<file path="config.mk">
export PLATFORM = sky130hd
export DESIGN_NAME = cp_dispatch_ctrl
export DESIGN_NICKNAME = d
export VERILOG_FILES = /design/src/rtl/cp_pkg.sv /design/src/rtl/cp_op_decode.sv /design/src/rtl/cp_dispatch_ctrl.sv
export SDC_FILE = /design/constraint.sdc
export NUM_CORES = 1
export LEC_CHECK = 0
export ABC_AREA = 1
export CORE_MARGIN = 2
export CORE_UTILIZATION = 30
export DETAILED_ROUTE_END_ITERATION = 6
export GPL_ROUTABILITY_DRIVEN = 0
export GPL_TIMING_DRIVEN = 0
export SYNTH_ARGS = -nofsm -noshare
export SYNTH_HDL_FRONTEND = slang
export SYNTH_SLANG_ARGS = --single-unit
</file>
<file path="constraint.sdc">
create_clock -name clk -period 1.85 [get_ports clk]
set_input_delay 0.4625 -clock clk [delete_from_list [all_inputs] [get_ports clk]]
set_output_delay 0.4625 -clock clk [all_outputs]
set_load 0.005 [all_outputs]
</file>
<file path="src/rtl/cp_pkg.sv">
// Shared coprocessor dispatch definitions: opcodes, op selects and controller states.
// Latency: n/a (constants and types only).
// Backpressure: n/a.
package cp_pkg;

    localparam logic [6:0] OP_CUSTOM0    = 7'b0001011;
    localparam logic [6:0] OP_LEGACY_GCD = 7'b0000000;
    localparam logic [6:0] OP_LEGACY_LCM = 7'b1111111;

    localparam int unsigned CP_GCD = 0;
    localparam int unsigned CP_LCM = 1;

    typedef enum logic [1:0] {
        IDLE  = 2'd0,
        ISSUE = 2'd1,
        WAIT  = 2'd2,
        WB    = 2'd3
    } cp_state_e;

endpackage

</file>
<file path="src/rtl/cp_op_decode.sv">
// Recognises coprocessor instructions in Decode and maps them to an op select.
// Latency: purely combinational.
// Backpressure: none; outputs follow op/funct3 directly.
module cp_op_decode
    import cp_pkg::*;
#(
    parameter int NUM_OPS    = 4,
    parameter int OPSEL_W    = (NUM_OPS > 1) ? $clog2(NUM_OPS) : 1,
    parameter int LEGACY_OPS = 1
) (
    input  logic [6:0]         op,
    input  logic [2:0]         funct3,
    output logic               is_cp,
    output logic               illegal_cp,
    output logic [OPSEL_W-1:0] opsel
);

    always_comb begin
        is_cp      = 1'b0;
        illegal_cp = 1'b0;
        opsel      = '0;
        if (op == OP_CUSTOM0) begin
            if (int'(funct3) < NUM_OPS) begin
                is_cp = 1'b1;
                opsel = OPSEL_W'(funct3);
            end else begin
                illegal_cp = 1'b1;
            end
        end else if ((LEGACY_OPS != 0) && (op == OP_LEGACY_GCD)) begin
            is_cp = 1'b1;
            opsel = OPSEL_W'(CP_GCD);
        end else if ((LEGACY_OPS != 0) && (op == OP_LEGACY_LCM)) begin
            is_cp = 1'b1;
            opsel = OPSEL_W'(CP_LCM);
        end
    end

endmodule

</file>
<file path="src/rtl/cp_dispatch_ctrl.sv">
// Dispatches one coprocessor op at a time from Decode and writes its result back to rd.
// Latency: min 3 stall cycles (IDLE->ISSUE->WAIT->WB); WAIT bounded by TIMEOUT when non-zero.
// Backpressure: request held stable until cp_req_ready; responses are always accepted in WAIT.
module cp_dispatch_ctrl
    import cp_pkg::*;
#(
    parameter int XLEN       = 32,
    parameter int NUM_OPS    = 4,
    parameter int OPSEL_W    = (NUM_OPS > 1) ? $clog2(NUM_OPS) : 1,
    parameter int TIMEOUT    = 255,
    parameter int LEGACY_OPS = 1
) (
    input  logic               clk,
    input  logic               reset_n,
    input  logic               dec_valid,
    input  logic [6:0]         op,
    input  logic [2:0]         funct3,
    input  logic [4:0]         rd,
    input  logic [XLEN-1:0]    rs1_val,
    input  logic [XLEN-1:0]    rs2_val,
    input  logic               flush,
    output logic               is_cp,
    output logic               illegal_cp,
    output logic               stall_d,
    output logic               cp_req_valid,
    input  logic               cp_req_ready,
    output logic [OPSEL_W-1:0] cp_opsel,
    output logic [XLEN-1:0]    cp_a,
    output logic [XLEN-1:0]    cp_b,
    input  logic               cp_resp_valid,
    input  logic [XLEN-1:0]    cp_resp_data,
    output logic               wb_valid,
    output logic [4:0]         wb_rd,
    output logic [XLEN-1:0]    wb_data,
    output logic               err_timeout
);

    localparam int CNT_W  = (TIMEOUT > 0) ? $clog2(TIMEOUT + 1) : 1;
    localparam bit TMO_EN = (TIMEOUT != 0);

    typedef struct packed {
        logic [OPSEL_W-1:0] opsel;
        logic [4:0]         rd;
        logic [XLEN-1:0]    a;
        logic [XLEN-1:0]    b;
    } cp_cmd_t;

    cp_state_e          state_q, state_d;
    cp_cmd_t            cmd_q;
    logic [CNT_W-1:0]   cnt_q, cnt_inc;
    logic               err_q;
    logic [XLEN-1:0]    wb_data_q;
    logic [OPSEL_W-1:0] dec_opsel;
    logic               capture, handshake, resp_take, tmo_hit;

    cp_op_decode #(
        .NUM_OPS    (NUM_OPS),
        .OPSEL_W    (OPSEL_W),
        .LEGACY_OPS (LEGACY_OPS)
    ) u_dec (
        .op         (op),
        .funct3     (funct3),
        .is_cp      (is_cp),
        .illegal_cp (illegal_cp),
        .opsel      (dec_opsel)
    );

    // Saturating so a disabled timeout can sit in WAIT indefinitely without wrapping.
    assign cnt_inc = (cnt_q == {CNT_W{1'b1}}) ? cnt_q : cnt_q + CNT_W'(1);

    always_comb begin
        state_d      = state_q;
        stall_d      = 1'b0;
        cp_req_valid = 1'b0;
        wb_valid     = 1'b0;
        capture      = 1'b0;
        handshake    = 1'b0;
        resp_take    = 1'b0;
        tmo_hit      = 1'b0;
        unique case (state_q)
            IDLE: begin
                stall_d = is_cp & dec_valid;
                if (dec_valid && is_cp && !flush) begin
                    capture = 1'b1;
                    state_d = ISSUE;
                end
            end
            ISSUE: begin
                cp_req_valid = 1'b1;
                stall_d      = 1'b1;
                // An accepted request is committed even if a flush arrives alongside it.
                if (cp_req_ready) begin
                    handshake = 1'b1;
                    state_d   = WAIT;
                end else if (flush) begin
                    state_d = IDLE;
                end
            end
            WAIT: begin
                stall_d = 1'b1;
                if (cp_resp_valid) begin
                    resp_take = 1'b1;
                    state_d   = WB;
                end else if (TMO_EN && (cnt_inc == CNT_W'(TIMEOUT))) begin
                    tmo_hit = 1'b1;
                    state_d = WB;
                end
            end
            WB: begin
                wb_valid = (cmd_q.rd != 5'd0);
                state_d  = IDLE;
            end
            default: state_d = IDLE;
        endcase
    end

    always_ff @(posedge clk or negedge reset_n) begin
        if (!reset_n) begin
            state_q   <= IDLE;
            cmd_q     <= '0;
            cnt_q     <= '0;
            err_q     <= 1'b0;
            wb_data_q <= '0;
        end else begin
            state_q <= state_d;
            if (capture) begin
                cmd_q <= '{opsel: dec_opsel, rd: rd, a: rs1_val, b: rs2_val};
            end
            if (handshake) begin
                cnt_q <= '0;
                err_q <= 1'b0;
            end else if (state_q == WAIT) begin
                cnt_q <= cnt_inc;
            end
            if (resp_take) begin
                wb_data_q <= cp_resp_data;
            end else if (tmo_hit) begin
                wb_data_q <= '0;
                err_q     <= 1'b1;
            end
        end
    end

    assign cp_opsel    = cmd_q.opsel;
    assign cp_a        = cmd_q.a;
    assign cp_b        = cmd_q.b;
    assign wb_rd       = cmd_q.rd;
    assign wb_data     = wb_data_q;
    assign err_timeout = err_q;

endmodule

</file>
==> results of run 1 <==
==> worst paths after layout <==
kind,from,to,depth (start not counted)
worst max register to register,cnt_q[0]$_DFFE_PN0P_,wb_data[10]$_DFFE_PN0P_,12
max in group asynchronous,reset_n,cp_a[17]$_DFFE_PN0P_,2
worst min register to register,cp_a[3]$_DFFE_PN0P_,cp_a[3]$_DFFE_PN0P_,2
worst min-delay path,reset_n,wb_data[29]$_DFFE_PN0P_,1
worst max-delay path,wb_rd[0]$_DFFE_PN0P_,wb_valid,4
min in group clk,cp_a[3]$_DFFE_PN0P_,cp_a[3]$_DFFE_PN0P_,2
==> sequential cells by signal (all words and copies together), names as in the netlist, named ones only <==
signal       count
cp_b            32
wb_rd            5
cp_opsel         2
state_q          1
err_timeout      1
wb_data         32
cnt_q            8
cp_a            32
==> cell usage after synthesis <==
cell             n
a21oi_1          1
a21oi_4          1
and3_1           1
buf_2            6
buf_4            1
buf_6            5
clkbuf_1        10
clkbuf_2         1
clkbuf_8         1
dfrtp_1        114
dlygate4sd1_1    1
ha_1             6
inv_1           92
inv_2            1
nand2_1        179
nand2_2          1
nand3_1         35
nand3_2         17
nand3b_1         1
nand4_1          4
nand4_4          1
nor2_1          13
nor2_2           1
nor2_4           1
nor3_2           3
nor3b_1          1
o21ai_0         79
o21ai_1          1
o21ba_2          1
o22ai_1          2
or4_1            1
xnor2_1          1
xor2_1           2
==> area by class of cell <==
| cell class | instances | share of cell area, % |
|---|---|---|
| Sequential cell | 114 | 32.4 |
| Timing Repair Buffer | 256 | 28.8 |
| Multi-Input combinational cell | 354 | 22.9 |
| Clock buffer | 18 | 4.87 |
| Inverter | 93 | 3.96 |
| Tap cell | 220 | 3.12 |
| Buffer | 25 | 1.99 |
| Clock inverter | 13 | 1.86 |
==> critical path, delay by kind of cell, from the launching register on <==
kind / cells / cell delay (ns)
AO/OA/AOI/OAI: 1 / 0.12
buffers and inverters: 2 / 0.17
flip-flops: 1 / 0.38
AND/OR/NAND/NOR: 1 / 0.54
==> cell families (layout without fill, tap and decap cells) <==
| family | count (synthesis) | count (layout) | share of synthesized area (%) |
|---|---|---|---|
| AND/OR/NAND/NOR | 259 | 260 | 23.4 |
| buffers and inverters | 118 | 405 | 9.96 |
| flip-flops | 114 | 114 | 55.9 |
| AO/OA/AOI/OAI | 85 | 85 | 8.71 |
| adder cells (fa/ha/maj) | 6 | 6 | 1.47 |
| XOR/XNOR | 3 | 3 | 0.515 |
==> cells in the final DEF, fill, tap and decap left out, drive strengths merged, types with 2 or more instances in the layout <==
master	n
nand3	53
clkdlybuf4s15	2
bufinv	3
clkinv	5
ha	6
xor2	2
o22ai	2
dfrtp	114
o21ai	80
clkdlybuf4s50	208
buf	54
clkinvlp	5
nand2	180
nor3	3
a21oi	2
clkbuf	30
nand4	5
inv	93
dlygate4sd2	4
nor2	15
==> what timing repair did <==
item                       in CTS  in global routing
setup endpoints to repair     110                 87
buffers inserted               25                  5
pin swaps                      36                 15
cloned                          4                  0
hold endpoints to repair        0                  0
gates resized for setup       111                 30
==> where the power goes <==
group | internal, mW | switching (mW) | total, mW | leakage, nW
registers | 3.07 | 0.367 | 3.43 | 1.52
clock network | 2.11 | 1.18 | 3.29 | 0.274
logic | 1.68 | 1.07 | 2.75 | 2.45
total | 6.86 | 2.62 | 9.47 | 4.24
==> per-layer routing <==
layer	vias to the layer above	track usage, %	share of wire [%]
met1	2185	21.7	44
met3	16	6.95	9.2
met5	-	0	0
met2	167	27.6	46
met4	0	6.32	1.4
li1	2379	-	-
==> through the flow <==
stage	utilization, %	hold WS, ns
final	53.1	0.0184
after global routing	53.1	0.0558
after CTS	52.6	0.0314
after detailed placement	46.2	0.473
after global placement	46.0	0.465
after floorplan	-	0.167
==> metrics.md, run 1 <==
| Metric | Value |
|---|---|
| Outcome | `finished with violations` |
| Failing checks | `negative setup slack` |
| Clock buffer depth | `2` |
| Worst-path clk slew | `0.05 ns` |
| Largest net degree at the start of global routing | `59` |
| Clock tree sinks | `114` |
| DRT iter0 DRCs | `186` |
| Core Area | `16600 sq um` |
| Syn Nets | `708` |
| Yosys Warn Count | `0` |
| Worst EP arrival | `approximately 1.6 ns` |
| Fin. max-slew vios | `0` |
| Overall power | `between 9 and 10 mW` |
| Grt total ovfl | `0` |
| Max_cap viols | `0` |
| TritonCTS Buffers | `17` |
| Yosys top cell by area | `dfrtp_1` |
| Sequential cell area | `2860 sq um` |
| CTS tree | `yes` |
| Final #Nets | `a little under 1000` |
| Routed len/inst | `approximately 14 um` |
| Antenna violations before repair | `0` |
| FILL cells | `between 1500 and 2000` |
| Power density cells | `1070 nW/um^2` |
| Clock Skews | `0.00800 ns` |
| Die H | `134 um` |
| Seq cells post-synth | `114` |
| Dominant cells by area after synthesis | `dfrtp_1, nand2_1, o21ai_0` |
| RSZ-0062 raised after global routing | `true` |
| Root cell of the clock tree | `clkbuf_16` |
| Final instance area | `8810 sq um` |
| Post-CTS Hold Fix Bufs | `0` |
| Startpoint types | `flop` |
| Total number of vias | `approximately 4700` |
| Port Buffers | `about 230` |
| Slowest CP cell | `or4_4` |
| Fin crit period | `between 2 and 2.5 ns` |
| First-pass GRT wire length | `24700 um` |
| Least-Margin Pin Slew | `0.571 ns` |
| Share of cells above drive strength 1 | `roughly a fifth` |
| Area of the multi-input gates | `~2000 sq um` |
| Area post-placement | `7660 sq um` |
| Post-route insts no fill | `1093` |
| Avg Synthesized Cell Area | `8.72 sq um` |
| Clock Latency Late Sink | `just over 0.4 ns` |
| CP max stage delay | `approximately 0.54 ns` |
| Sequential share of the synthesized area | `around 56%` |
| Worst Setup End Kind | `primary output` |
| Syn-to-layout area delta | `72.7%` |
| R2r setup slk | `-0.15 ns` |
| Routed vias/inst | `4.34` |
| Number of global-route vias before repair | `4703` |
| Total wire length | `~16000 um` |
| Critical-path cell list | `or4_4 -> o21ai_2 -> inv_1 -> buf_2` |
| Worst-path maximum fanout | `2` |
| Final setup violation count | `27` |
| TritonRoute pass-1 iters | `4` |
| Synthesized cell area | `5100 sq um` |
| Setup TNS | `-3.33 ns` |
| Unique cell type count in the Yosys netlist | `33` |
| Period utilization | `112%` |
| Ant. Diodes | `0` |
| Starting Density | `between 30% and 40%` |
| Die area | `18100 sq um` |
| Post-DP HPWL | `~11000 um` |
| IO Count | `~230` |
| Residual DRC | `0` |
| DIE WIDTH | `~130 um` |
| # rows | `47` |
| Cells after Synth | `roughly 590` |
| Endpoints failing hold | `0` |
| Hold/Removal Path Class | `input pin to asynchronous set/reset pin` |
| Worst slack, placed | `-0.991 ns` |
| Tot GR Track Use | `17.5%` |
| Area share of the largest cell type after synthesis | `approximately 56%` |
| Rel. slew slack | `61.9%` |
| H-Tree Depth | `4` |
| Antenna viol nets, final | `0` |
| WP data required | `1.39 ns` |
| Cells after DPL | `1031` |
| Critical path class | `flop to primary output` |
| Achievable frequency | `just under 0.5 GHz` |
| Maximum vdd drop | `0.619 mV` |
| Leak Pwr | `4.24 nW` |
| Final WS setup | `-0.215 ns` |
(Power assumes the default switching activity.)
==> run 2, diff against run 1 <==
TNS_END_PERCENT = 5   (was default)
==> run 2 against run 1 <==
Against the previous run:
- the flow still finishes with violations (negative setup slack)
- total power fell by 1.6%
- clock-buffer cell count unchanged
- sequential cell count did not move
- die area is the same
- setup slack about the same
- routed wire length shrank 2.3%
- sequential power hardly changed
- non-clock buffer count down 8
- critical endpoint unchanged
- highest routed layer unchanged
==> metrics.md, run 2 (same netlist as run 1, synthesis figures left out) <==
| Metric | Value |
|---|---|
| CP startpoint | `wb_rd[0]$_DFFE_PN0P_ (unchanged)` |
| Routed len/inst | `14.0 um (was 14.2 um)` |
| IO Count | `226 (unchanged)` |
| Residual DRC | `0 (unchanged)` |
| Slowest CP cell | `or4_4 (unchanged)` |
| Antenna violations before repair | `0 (unchanged)` |
| Critical path class | `flop to primary output (unchanged)` |
| Clock buffer depth | `2 (unchanged)` |
| Worst Setup End Kind | `primary output (unchanged)` |
| Routed vias/inst | `4.33 (was 4.34)` |
| H-Tree Depth | `4 (unchanged)` |
| Crit path depth | `4 (unchanged)` |
| Achievable frequency | `0.484 GHz (about the same)` |
| DRT iter0 DRCs | `193 (was 186)` |
| Antenna viol nets, final | `0 (unchanged)` |
| Die area | `18100 sq um (unchanged)` |
| Root cell of the clock tree | `clkbuf_16 (unchanged)` |
| Syn-to-layout area delta | `67.4% (was 72.7%)` |
| Post-DP HPWL | `10900 um (unchanged)` |
| Starting Density | `30.8% (unchanged)` |
| Most frequent cells in the layout | `clkdlybuf4s50_1, nand2_1, dfrtp_1 (unchanged)` |
| Least-Margin Pin Slew | `0.569 ns (was 0.571 ns)` |
| CTS tree | `yes (unchanged)` |
| Final WS setup | `-0.215 ns (about the same)` |
| Setup TNS | `-1.29 ns (was -3.33 ns)` |
| WP data required | `1.39 ns (about the same)` |
| Reg2reg end | `wb_data[8]$_DFFE_PN0P_ (was wb_data[10]$_DFFE_PN0P_)` |
| Maximum vdd drop | `0.616 mV (was 0.619 mV)` |
| Post-CTS Hold Fix Bufs | `0 (unchanged)` |
| Number of global-route vias before repair | `4573 (was 4703)` |
| Met2 Use GR | `27.0% (was 27.6%)` |
| Outcome | `finished with violations (unchanged)` |
| Share of cells above drive strength 1 | `15.9% (was 19.7%)` |
| CP max stage delay | `0.54 ns (about the same)` |
| DIE WIDTH | `134 um (unchanged)` |
| Period utilization | `112% (about the same)` |
| CP bufs+invs | `2 (unchanged)` |
| Core Area | `16600 sq um (unchanged)` |
| RSZ-0062 raised after global routing | `true (unchanged)` |
| First-pass GRT wire length | `24000 um (was 24700 um)` |
| Failing checks | `negative setup slack (unchanged)` |
| TritonCTS Buffers | `17 (unchanged)` |
| Total number of vias | `4696 (was 4747)` |
| Worst reg-to-reg path cell count | `11 (was 12)` |
| Die H | `134 um (unchanged)` |
| Critical Path Sink | `wb_valid (unchanged)` |
| Most used routing layer | `met2 (unchanged)` |
| Ant. Diodes | `0 (unchanged)` |
| Startpoint types | `flop (unchanged)` |
| R2r setup slk | `-0.05 ns (was -0.15 ns)` |
| Rel. slew slack | `62.1% (was 61.9%)` |
| Endpoints failing hold | `0 (unchanged)` |
| Final #Nets | `975 (was 984)` |
| Total wire length | `15200 um (was 15500 um)` |
| Hold/Removal Path Class | `input pin to asynchronous set/reset pin (unchanged)` |
| Clock Skews | `0.00799 ns (was 0.00800 ns)` |
| RR Startpoint | `cnt_q[1]$_DFFE_PN0P_ (was cnt_q[0]$_DFFE_PN0P_)` |
| Critical-path cell list | `or4_4 -> o21ai_2 -> inv_1 -> buf_2 (unchanged)` |
| Fin crit period | `2.06 ns (about the same)` |
| Worst-path maximum fanout | `2 (unchanged)` |
| Worst EP arrival | `1.60 ns (about the same)` |
| Fin. max-slew vios | `0 (unchanged)` |
| Met1 usage in global routing | `21.0% (was 21.7%)` |
| Final setup violation count | `32 (was 27)` |
| Grt total ovfl | `0 (unchanged)` |
| Worst-path clk slew | `0.05 ns (about the same)` |
| Met3 Track Usage GR | `6.95% (unchanged)` |
| Max_cap viols | `0 (unchanged)` |
| Largest net degree at the start of global routing | `59 (unchanged)` |
| Port Buffers | `225 (unchanged)` |
| Clock Latency Late Sink | `0.41 ns (about the same)` |
| Leak Pwr | `4.12 nW (was 4.24 nW)` |
| # rows | `47 (unchanged)` |
| TritonRoute pass-1 iters | `4 (unchanged)` |
| Most common cell after layout, fill and taps aside | `clkdlybuf4s50_1 (unchanged)` |
| Power density cells | `1090 nW/um^2 (was 1070 nW/um^2)` |
| Tot GR Track Use | `17.0% (was 17.5%)` |
| Final core occ | `51.5% (was 53.1%)` |
| Crit-path leading delay family | `simple AND/OR/NAND/NOR gates (unchanged)` |
| Clock tree sinks | `114 (unchanged)` |
-- run 2: cell count changes in the layout (fill, tap and decap cells not counted), sizes merged --
cell,change
buf,-10
clkbuf,+2
nand3,-1
-- run 2: final cells by class --
class / instances / area [sq um]
Fill cell: 1595 / 8050
Sequential cell: 114 / 2860
Timing Repair Buffer: 248 / 2430
Multi-Input combinational cell: 353 / 1860
Clock buffer: 18 / 429
Inverter: 93 / 349
Tap cell: 220 / 275
Buffer: 25 / 170
Clock inverter: 13 / 164
-- run 2: per-stage QoR --
step                      cells  hold WS (ns)  setup WS (ns)  instance area, sq um  power [mW]
after global placement     1030         0.465          -4.48                  7630        5.97
after detailed placement   1031         0.473         -0.991                  7660        6.00
after CTS                  1077        0.0315         -0.280                  8390        9.38
after global routing       1084        0.0567         -0.287                  8540        9.86
after floorplan             585         0.167         0.0647                  5100        4.29
final                      1084        0.0161         -0.215                  8540        9.32
-- run 2: power breakdown --
part	switching (mW)	total (mW)	internal, mW
sequential	0.334	3.40	3.07
combinational	1.03	2.65	1.62
clock	1.17	3.27	2.11
total	2.53	9.32	6.79
-- run 2: timing repair --
action / CTS / global route
hold endpoints to repair: 0 / 0
gates resized for setup: 70 / 28
setup buffers: 15 / 6
cloned: 0 / 1
endpoints found under the setup margin: 110 / 90
pin swaps: 11 / 14
-- run 2: routing by layer --
metal	up-vias	wire length [um]	part of all wire (%)
met5	-	0	0
met4	0	186	1.2
met3	14	1510	10
met2	169	7010	46
met1	2153	6460	43
li1	2360	-	-
-- run 2: worst min-delay path by stage --
| stage | start | to |
|---|---|---|
| final | reset_n | wb_data[29]$_DFFE_PN0P_ |
| after global routing | reset_n | wb_data[29]$_DFFE_PN0P_ |
| after CTS | reset_n | wb_data[29]$_DFFE_PN0P_ |
| after detailed placement | reset_n | wb_data[29]$_DFFE_PN0P_ |
| after global placement | cp_b[4]$_DFFE_PN0P_ | cp_b[4]$_DFFE_PN0P_ |
| after floorplan | reset_n | asynchronous set/reset pin |
==> run 3, diff against run 2 <==
CORE_ASPECT_RATIO = 0.9   (was default)
==> run 3 against run 2 <==
Against the previous run:
- the run still ends with negative setup slack left
- sequential share of layout area about the same
- utilization decreased by 0.76 points
- critical path depth unchanged
- critical path type unchanged
==> metrics.md, run 3 (same netlist as run 1, synthesis figures left out) <==
| Metric | Value |
|---|---|
| Total wire length | `15900 um (was 15200 um)` |
| Rel. slew slack | `61.5% (was 62.1%)` |
| TritonCTS Buffers | `17 (unchanged)` |
| Clock tree sinks | `114 (unchanged)` |
| Maximum vdd drop | `0.657 mV (was 0.616 mV)` |
| CTS tree | `yes (unchanged)` |
| Total number of vias | `4727 (was 4696)` |
| IO Count | `226 (unchanged)` |
| Worst Setup End Kind | `primary output (unchanged)` |
| Clock buffer depth | `2 (unchanged)` |
| Hold/Removal Path Class | `input pin to asynchronous set/reset pin (unchanged)` |
| RSZ-0062 raised after global routing | `true (unchanged)` |
| Number of global-route vias before repair | `4728 (was 4573)` |
| WP data required | `1.39 ns (about the same)` |
| Syn-to-layout area delta | `66.8% (was 67.4%)` |
| Worst reg-to-reg path cell count | `11 (unchanged)` |
| Routed vias/inst | `4.38 (was 4.33)` |
| Failing checks | `negative setup slack (unchanged)` |
| Final #Nets | `978 (was 975)` |
| Tot GR Track Use | `17.8% (was 17.0%)` |
| FILL cells | `1599 (was 1595)` |
| Most frequent cells in the layout | `clkdlybuf4s50_1, nand2_1, dfrtp_1 (unchanged)` |
| # rows | `45 (was 47)` |
| Post-DP HPWL | `11100 um (was 10900 um)` |
| Final WS setup | `-0.238 ns (was -0.215 ns)` |
| Share of cells above drive strength 1 | `15.2% (was 15.9%)` |
| Largest net degree at the start of global routing | `59 (unchanged)` |
| Startpoint types | `flop (unchanged)` |
| Power density cells | `1090 nW/um^2 (about the same)` |
| Endpoints failing hold | `0 (unchanged)` |
| CP max stage delay | `0.54 ns (about the same)` |
| Die H | `128 um (was 134 um)` |
| Critical-path cell list | `or4_4 -> o21ai_2 -> inv_1 -> buf_2 (unchanged)` |
| Starting Density | `30.4% (was 30.8%)` |
| First-pass GRT wire length | `24900 um (was 24000 um)` |
| Most common cell after layout, fill and taps aside | `clkdlybuf4s50_1 (unchanged)` |
| Antenna viol nets, final | `0 (unchanged)` |
| Final core occ | `50.7% (was 51.5%)` |
| Internal power | `6.67 mW (was 6.79 mW)` |
| DRT iter0 DRCs | `167 (was 193)` |
| Clock Skews | `0.00706 ns (was 0.00799 ns)` |
| Final setup violation count | `35 (was 32)` |
| Final instance area | `8510 sq um (was 8540 sq um)` |
| RR Startpoint | `cnt_q[1]$_DFFE_PN0P_ (unchanged)` |
| Fin. max-slew vios | `0 (unchanged)` |
| Clock power frac | `34.4% (was 35.1%)` |
| R2r setup slk | `-0.07 ns (was -0.05 ns)` |
| Psw | `2.57 mW (was 2.53 mW)` |
| Worst slack, placed | `-1.00 ns (was -0.991 ns)` |
| Achievable frequency | `0.479 GHz (was 0.484 GHz)` |
| Routed len/inst | `14.7 um (was 14.0 um)` |
| Die area | `18100 sq um (about the same)` |
| Antenna violations before repair | `1 (was 0)` |
| Residual DRC | `0 (unchanged)` |
| Leak Pwr | `4.19 nW (was 4.12 nW)` |
| Seq pwr share | `36.9% (was 36.5%)` |
| WHS | `0.0224 ns (was 0.0161 ns)` |
| Root cell of the clock tree | `clkbuf_16 (unchanged)` |
| Critical path class | `flop to primary output (unchanged)` |
| Core Area | `16800 sq um (was 16600 sq um)` |
| Area post-placement | `7650 sq um (was 7660 sq um)` |
| Worst EP arrival | `1.63 ns (was 1.60 ns)` |
| Grt total ovfl | `0 (unchanged)` |
| Worst-path clk slew | `0.05 ns (about the same)` |
| TritonRoute pass-1 iters | `4 (unchanged)` |
| Outcome | `finished with violations (unchanged)` |
| Post-CTS Hold Fix Bufs | `0 (unchanged)` |
| Period utilization | `113% (was 112%)` |
| Switching share of power | `27.8% (was 27.2%)` |
| Fin crit period | `2.09 ns (was 2.06 ns)` |
| Max_cap viols | `0 (unchanged)` |
| Port Buffers | `225 (unchanged)` |
| Reg2reg end | `wb_data[13]$_DFFE_PN0P_ (was wb_data[8]$_DFFE_PN0P_)` |
| Least-Margin Pin Slew | `0.577 ns (was 0.569 ns)` |
| Worst-path maximum fanout | `2 (unchanged)` |
| DIE WIDTH | `141 um (was 134 um)` |
| Combinational share of power | `28.6% (was 28.4%)` |
| H-Tree Depth | `4 (unchanged)` |
| Clock Latency Late Sink | `0.41 ns (about the same)` |
| Slowest CP cell | `or4_4 (unchanged)` |
run 3: cell types whose count changed in the layout (fill, tap and decap cells not counted), sizes merged:
cell,change
bufinv,-2
clkinv,-3
buf,+4
clkdlybuf4s15,-2
diode,+1
clkbuf,+5
clkdlybuf4s50,-3
dlygate4sd2,+1
dlymetal6s2s,+3
run 3: critical path, delay by kind of cell, from the launching register on:
kind | cells | cell delay [ns]
AO/OA/AOI/OAI | 1 | 0.13
flip-flops | 1 | 0.38
AND/OR/NAND/NOR | 1 | 0.54
buffers and inverters | 2 | 0.17
run 3: layer usage:
metal	wire length (um)	vias up	GRT usage, %
met5	0	-	0
met4	293	0	7.35
met3	1560	17	8.33
met2	7240	181	27.7
met1	6770	2156	21.4
li1	-	2373	-
run 3: worst max-delay path by stage:
stage	end	cells past startpoint	slack (ns)	start
finish	wb_valid	4	-0.24	wb_rd[0]$_DFFE_PN0P_
global route	wb_valid	4	-0.30	wb_rd[0]$_DFFE_PN0P_
CTS	wb_valid	4	-0.29	wb_rd[0]$_DFFE_PN0P_
detailed placement	stall_d	8	-1.00	op[3]
global placement	cp_a[27]$_DFFE_PN0P_	1	-4.47	reset_n
floorplan	stall_d	6	0.06	op[4]
run 3: layout make-up:
class                   instances  area [sq um]  share of cell area [%]
plain buffers                  25           161                    1.90
multi-input cells             353          1860                    21.9
clock buffers                  23           498                    5.85
flip-flops and latches        114          2850                    33.5
repair buffers                251          2440                    28.7
inverters                      93           349                    4.10
diodes                          1          2.50                  0.0294
clock inverters                 8          77.6                   0.911
well taps                     211           264                    3.10
run 3: metrics by stage:
stage	setup TNS, ns	power, mW	instances
global route	-7.39	9.78	1079
global placement	-561.21	5.97	1021
floorplan	0	4.29	585
detailed placement	-55.74	6.01	1022
finish	-2.34	9.24	1079
CTS	-4.29	9.29	1073
run 3: power groups by stage:
stage | Combinational (mW) | Sequential [mW] | Clock [mW]
2_1_floorplan | 0.822 | 3.47 | 0
6_report | 2.64 | 3.41 | 3.18
3_5_place_dp | 2.55 | 3.46 | 0
3_3_place_gp | 2.53 | 3.44 | 0
4_1_cts | 2.62 | 3.41 | 3.26
5_1_grt | 2.93 | 3.48 | 3.36
run 3: timing repair:
item,4_1_cts,5_1_grt
gates resized for setup,59,26
endpoints found under the setup margin,110,99
gates cloned,0,1
pin swaps,14,14
buffers inserted,20,4
